==> src/rtl/tap_fastload.sv <==
// Oric .TAP fast loader: parses one block from the tape cache and writes its payload into RAM.
// Optional TAP_FASTLOAD_BASIC_PTR_EN adds zero-page BASIC pointer writes after a BASIC payload.
module tap_fastload #(
  parameter int NAME_MAX = 16,
  parameter int MIN_SYNC = 3
) (
  input  logic        clk_48,
  input  logic        reset,
  input  logic        start,
  input  logic [24:0] tape_end,
  output logic [24:0] cache_addr,
  output logic        cache_rd,
  input  logic [7:0]  cache_data,
  output logic [15:0] tape_addr,
  output logic        tape_wr,
  output logic [7:0]  tape_dout,
  output logic [15:0] loadpoint,
  output logic        tape_autorun,
  output logic        tape_complete,
  output logic        busy,
  output logic        error
);

  // MARK is kept for state-encoding compatibility; the 0x24 mark is consumed inside SYNC.
  typedef enum logic [3:0] {
    S_IDLE, S_SYNC, S_MARK, S_HEADER, S_NAME, S_DATA, S_PTRS, S_DONE, S_ERR
  } state_t;

  localparam logic [7:0] LP_NAME_MAX = 8'(NAME_MAX);
  localparam logic [7:0] LP_MIN_SYNC = 8'(MIN_SYNC);

  state_t      r_state;
  logic [24:0] r_ptr;
  logic [7:0]  r_sync_cnt;
  logic [3:0]  r_hidx;
  logic [7:0]  r_autorun;
  logic [15:0] r_end;
  logic [15:0] r_start;
  logic [7:0]  r_name_cnt;
  logic [16:0] r_wcnt;
  logic [15:0] r_waddr;
  logic [24:0] r_cache_addr;
  logic        r_cache_rd;
  logic [15:0] r_tape_addr;
  logic        r_tape_wr;
  logic [7:0]  r_tape_dout;
  logic [15:0] r_loadpoint;
  logic        r_tape_autorun;
  logic        r_tape_complete;
  logic        r_error;

  logic [24:0] w_ptr_nx;
  logic        w_underrun;
  logic [16:0] w_count;

`ifdef TAP_FASTLOAD_BASIC_PTR_EN
  logic [7:0]  r_type;
  logic [2:0]  r_pidx;
  logic [15:0] w_end_p1;
  assign w_end_p1 = r_end + 16'd1;
`endif

  assign w_ptr_nx   = r_ptr + 25'd1;
  assign w_underrun = w_ptr_nx > tape_end;
  assign w_count    = {1'b0, r_end} - {1'b0, r_start} + 17'd1;

  always_ff @(posedge clk_48) begin
    if (reset) begin
      r_state         <= S_IDLE;
      r_ptr           <= '0;
      r_sync_cnt      <= '0;
      r_hidx          <= '0;
      r_autorun       <= '0;
      r_end           <= '0;
      r_start         <= '0;
      r_name_cnt      <= '0;
      r_wcnt          <= '0;
      r_waddr         <= '0;
      r_cache_addr    <= '0;
      r_cache_rd      <= 1'b0;
      r_tape_addr     <= '0;
      r_tape_wr       <= 1'b0;
      r_tape_dout     <= '0;
      r_loadpoint     <= '0;
      r_tape_autorun  <= 1'b0;
      r_tape_complete <= 1'b0;
      r_error         <= 1'b0;
`ifdef TAP_FASTLOAD_BASIC_PTR_EN
      r_type          <= '0;
      r_pidx          <= '0;
`endif
    end else begin
      r_cache_rd <= 1'b0;
      r_tape_wr  <= 1'b0;
      case (r_state)
        S_IDLE: begin
          if (start) begin
            r_ptr           <= '0;
            r_cache_addr    <= '0;
            r_cache_rd      <= 1'b1;
            r_sync_cnt      <= '0;
            r_tape_complete <= 1'b0;
            r_tape_autorun  <= 1'b0;
            r_error         <= 1'b0;
            r_state         <= S_SYNC;
          end
        end
        S_SYNC, S_HEADER, S_NAME, S_DATA: begin
          // Cycles alternate issue/capture; r_cache_rd low marks a capture cycle.
          if (!r_cache_rd) begin
            r_ptr        <= w_ptr_nx;
            r_cache_addr <= w_ptr_nx;
            if (w_underrun) r_state <= S_ERR;
            else            r_cache_rd <= 1'b1;
            case (r_state)
              S_SYNC: begin
                if (cache_data == 8'h16) begin
                  if (r_sync_cnt != 8'hFF) r_sync_cnt <= r_sync_cnt + 8'd1;
                end else if (cache_data == 8'h24 && r_sync_cnt >= LP_MIN_SYNC) begin
                  r_hidx <= '0;
                  if (!w_underrun) r_state <= S_HEADER;
                end else begin
                  r_cache_rd <= 1'b0;
                  r_state    <= S_ERR;
                end
              end
              S_HEADER: begin
                r_hidx <= r_hidx + 4'd1;
                case (r_hidx)
`ifdef TAP_FASTLOAD_BASIC_PTR_EN
                  4'd2: r_type <= cache_data;
`endif
                  4'd3: r_autorun <= cache_data;
                  4'd4: r_end[15:8] <= cache_data;
                  4'd5: r_end[7:0] <= cache_data;
                  4'd6: r_start[15:8] <= cache_data;
                  4'd7: r_start[7:0] <= cache_data;
                  4'd8: begin
                    if (r_end < r_start) begin
                      r_cache_rd <= 1'b0;
                      r_state    <= S_ERR;
                    end else begin
                      r_loadpoint <= r_start;
                      r_name_cnt  <= '0;
                      if (!w_underrun) r_state <= S_NAME;
                    end
                  end
                  default: ;
                endcase
              end
              S_NAME: begin
                if (cache_data == 8'h00) begin
                  r_wcnt  <= w_count;
                  r_waddr <= r_start;
                  if (!w_underrun) r_state <= S_DATA;
                end else if (r_name_cnt == LP_NAME_MAX) begin
                  r_cache_rd <= 1'b0;
                  r_state    <= S_ERR;
                end else begin
                  r_name_cnt <= r_name_cnt + 8'd1;
                end
              end
              default: begin
                r_tape_wr   <= 1'b1;
                r_tape_addr <= r_waddr;
                r_tape_dout <= cache_data;
                r_waddr     <= r_waddr + 16'd1;
                r_wcnt      <= r_wcnt - 17'd1;
                if (r_wcnt == 17'd1) begin
                  r_cache_rd <= 1'b0;
`ifdef TAP_FASTLOAD_BASIC_PTR_EN
                  r_pidx <= '0;
                  r_state <= (r_type == 8'h00) ? S_PTRS : S_DONE;
`else
                  r_state <= S_DONE;
`endif
                end
              end
            endcase
          end
        end
`ifdef TAP_FASTLOAD_BASIC_PTR_EN
        S_PTRS: begin
          // VARTAB, ARYTAB and STREND all point just past the program.
          r_tape_wr   <= 1'b1;
          r_tape_addr <= 16'h009C + {13'd0, r_pidx};
          r_tape_dout <= r_pidx[0] ? w_end_p1[15:8] : w_end_p1[7:0];
          r_pidx      <= r_pidx + 3'd1;
          if (r_pidx == 3'd5) r_state <= S_DONE;
        end
`endif
        S_DONE: begin
          r_tape_complete <= 1'b1;
          r_tape_autorun  <= (r_autorun != 8'h00);
          r_state         <= S_IDLE;
        end
        S_ERR: begin
          r_error <= 1'b1;
          r_state <= S_IDLE;
        end
        default: r_state <= S_IDLE;
      endcase
    end
  end

  assign cache_addr    = r_cache_addr;
  assign cache_rd      = r_cache_rd;
  assign tape_addr     = r_tape_addr;
  assign tape_wr       = r_tape_wr;
  assign tape_dout     = r_tape_dout;
  assign loadpoint     = r_loadpoint;
  assign tape_autorun  = r_tape_autorun;
  assign tape_complete = r_tape_complete;
  assign busy          = (r_state != S_IDLE);
  assign error         = r_error;

endmodule
==> config.mk <==
export PLATFORM = sky130hd
export DESIGN_NAME = tap_fastload
export DESIGN_NICKNAME = d
export VERILOG_FILES = /design/src/rtl/tap_fastload.sv
export SDC_FILE = /design/constraint.sdc
export NUM_CORES = 1
export LEC_CHECK = 0
export CAP_MARGIN = 0
export CORE_MARGIN = 1.5
export CORE_UTILIZATION = 35
export CTS_CLUSTER_DIAMETER = 60
export DETAILED_ROUTE_END_ITERATION = 6
export PLACE_DENSITY = 0.64
export SLEW_MARGIN = 10
export SYNTH_ARGS = -nofsm -noshare
export SYNTH_HDL_FRONTEND = slang
export SYNTH_SLANG_ARGS = --single-unit
==> constraint.sdc <==
create_clock -name clk_48 -period 4.7 [get_ports clk_48]
set_input_delay 0.705 -clock clk_48 [delete_from_list [all_inputs] [get_ports clk_48]]
set_output_delay 0.705 -clock clk_48 [all_outputs]
set_load 0.02 [all_outputs]
==> metrics.txt <==
DR WL/cell 15.3 microns; Final period util 88.8%; Switching Fraction 40.0%; post-CTS setup buffer count 0; Combinational Power Share 35.7%; Slew headroom 31.7%; Main synth FF type dfxtp_1; actual slew at the worst max-slew pin 1020 ps; Root Buffer clkbuf_16; critical-path maximum fanout 6; Setup TNS Final 0 ps; Max Clock Freq 239 MHz; DR pass1 iterations 5; Initial Utilization 35.6%; Period minus WS final ~4200 ps; CTS tree built; clock sink count 167; pins over their slew limit 0; Worst setup SP type flip-flop; Hold Path Depth 2; Die Span X 171 microns; All-Layer GR Usage between 10% and 20%; nets 1458; Die Ht 171 microns; largest net degree at the start of global routing 92; FF-to-FF End r_state[0]$_SDFFE_PP0P_; Min Hold Slack 455 ps; Clk pin slew, worst setup/hold paths 80 ps; sequential power share 34.6%; FF+latch count, synth ~170; Final Wtd Congestion 0.855; share of cells above drive strength 1 approximately 4.5%; clk_lat worst skew 440 ps; WHS Endpoint tape_addr[1]$_SDFFE_PP0P_; status finished clean; vias in the first global route about 8600; IO Pins 107; power density cells around 410 nW/um^2; filler cell count about 2800; Vias/cell 5.29; total CTS buffers 17; grt total ovfl 0; ANT cells 0; Area Overhead vs Synth 20.0%; Total Wirelength 26500 microns; RSZ-0062 raised after global routing no; CP arrival 4500 ps; Seq/Total Area, Yosys 33.8%; cell area after synthesis 9890 sq um; DRT iter0 DRCs 585; max-capacitance violation count 0; post-synth cell types 72; port bufs 106; min-delay src tape_addr[1]$_SDFFE_PP0P_; Layout Skew approximately 22 ps; core area about 28000 sq um; Final Hold Vio Count 0; R2R cell count 15; die area 29300 sq um; drt drc 0; reg2reg start cache_addr[0]$_SDFFE_PP0P_; Clock power frac 29.7%; CTS Hold Bufs 0; min-delay worst type flip-flop to flip-flop; net switching power 1.97 mW; Gate Count Post-Synth 1280; asr flop ratio synth 0%; WS Path Type flip-flop to flip-flop; CTS HTree Levels 4; initial antenna violation count 0; first-pass GRT wire length 43500 microns; clk buf depth 2; Warnings, synthesis 0; flop2flop setup slack around 520 ps; Routed Antenna Nets 0; Final Setup Violations 0; # resized after CTS 0; critical path capture point type flip-flop; post-DP HPWL approximately 19000 microns; number of synthesized flops with an enable pin 0; peak supply drop just over 300 uV; cell-internal power roughly 3.0 mW; via count 9191; Leakage Power approximately 4.4 nW; Worst EP required 5020 ps; Cell Rows 61; Avg Cell Area, Syn 7.73 sq um; syn nets 1393
cells by family (layout without fill, tap and decap cells):
kind of cell,after synthesis,in the layout,synth area share [%]
buffers and inverters,151,229,5.91
AOI/OAI and AO/OA,324,324,19.8
xor gates and xnor gates,43,43,3.81
DFF,167,167,33.8
muxes,25,25,2.53
and+or+nand+nor,493,493,23.9
adders and majority gates,77,77,10.3
power groups by stage:
stage | clock network [mW] | logic, mW | registers, mW
floorplan | 0 | 1.27 | 1.71
global placement | 0 | 1.72 | 1.72
detailed placement | 0 | 1.74 | 1.73
CTS | 1.49 | 1.75 | 1.70
global route | 1.54 | 1.98 | 1.72
finish | 1.46 | 1.76 | 1.70
stage by stage:
stage	instance area, sq um	std cells	util (%)	total power [mW]	worst slack, ps
2_1_floorplan	9890	1280	-	2.98	894
3_3_place_gp	11300	1704	40.5	3.45	686
3_5_place_dp	11300	1704	40.5	3.47	528
4_1_cts	11900	1736	42.7	4.93	526
5_1_grt	11900	1736	42.7	5.25	93.5
6_report	11900	1736	42.7	4.92	524
how the worst max path moves through the flow:
stage                              endpoint                  startpoint  cells past startpoint  slack, ps
floorplan           r_state[0]$_SDFFE_PP0P_  cache_addr[0]$_SDFFE_PP0P_                     16        890
global placement    r_state[0]$_SDFFE_PP0P_  cache_addr[0]$_SDFFE_PP0P_                     15        690
detailed placement  r_state[0]$_SDFFE_PP0P_  cache_addr[0]$_SDFFE_PP0P_                     15        530
CTS                 r_state[0]$_SDFFE_PP0P_  cache_addr[0]$_SDFFE_PP0P_                     15        530
global route        r_state[0]$_SDFFE_PP0P_  cache_addr[0]$_SDFFE_PP0P_                     15         90
finish              r_state[0]$_SDFFE_PP0P_  cache_addr[0]$_SDFFE_PP0P_                     15        520
flip-flops by register name (all words and copies together) (netlist names), 16 cells and up:
| name | flops |
|---|---|
| cache_addr | 25 |
| loadpoint | 16 |
| r_end | 16 |
| r_start | 16 |
| r_waddr | 16 |
| r_wcnt | 17 |
| tape_addr | 16 |
cell type report:
class	instances	area, sq um	share of cell area (%)
Timing Repair Buffer	116	1150	9.65
Tap cell	378	473	3.98
Sequential cell	167	3340	28.2
Multi-Input combinational cell	962	5990	50.5
Clock buffer	18	439	3.70
Clock inverter	14	173	1.45
Inverter	81	304	2.56
synthesized netlist by cell type (17+ instances only):
cell | count | area share (%)
clkbuf_1 | 56 | 2.1
mux2i_1 | 25 | 2.5
nor3_1 | 31 | 1.6
ha_1 | 69 | 8.7
nand2_1 | 166 | 6.3
nor2_1 | 108 | 4.1
a21oi_1 | 151 | 7.6
dfxtp_1 | 167 | 34
nand3_1 | 67 | 3.4
nand4_1 | 18 | 1.1
o21ai_0 | 63 | 3.2
and3_1 | 17 | 1.1
xnor2_1 | 18 | 1.6
inv_1 | 81 | 3.1
xor2_1 | 25 | 2.2
worst max-delay path, stage by stage, from the launching register on:
cell	delay [ps]
dfxtp_1	400
ha_1	250
and3_1	300
nand3_1	220
nor3_1	490
and3_1	320
and3_1	230
xor2_1	80
ha_1	320
nand4_1	170
nor4_1	390
o211ai_1	140
nand3_1	190
nand2_1	130
o221a_2	300
a2bb2oi_1	120
layout by cell type, fill, tap and decap left out, types with 9 or more instances in the layout:
master and instances:
clkbuf_16 17, and2_1 10, nand2_1 166, nand3_1 67
dfxtp_1 167, nor2_1 107, nor4_1 12, o31ai_1 13
clkdlybuf4s50_1 105, mux2i_1 25, nor3_1 31, a22oi_1 16
nand2b_1 11, or3_1 9, a21oi_1 151, nand4_1 18
and3_1 17, o21ai_0 63, xnor2_1 18, a211oi_1 16
ha_1 69, inv_1 81, xor2_1 25, buf_4 10
metal layers:
metal,vias to the layer above,GRT usage [%],routed length (microns)
li1,4643,-,-
met1,4337,25.8,12900
met2,190,29.8,12200
met3,21,2.68,973
met4,0,5.38,396
met5,-,0,0
Power figures use the tool's default switching activity.
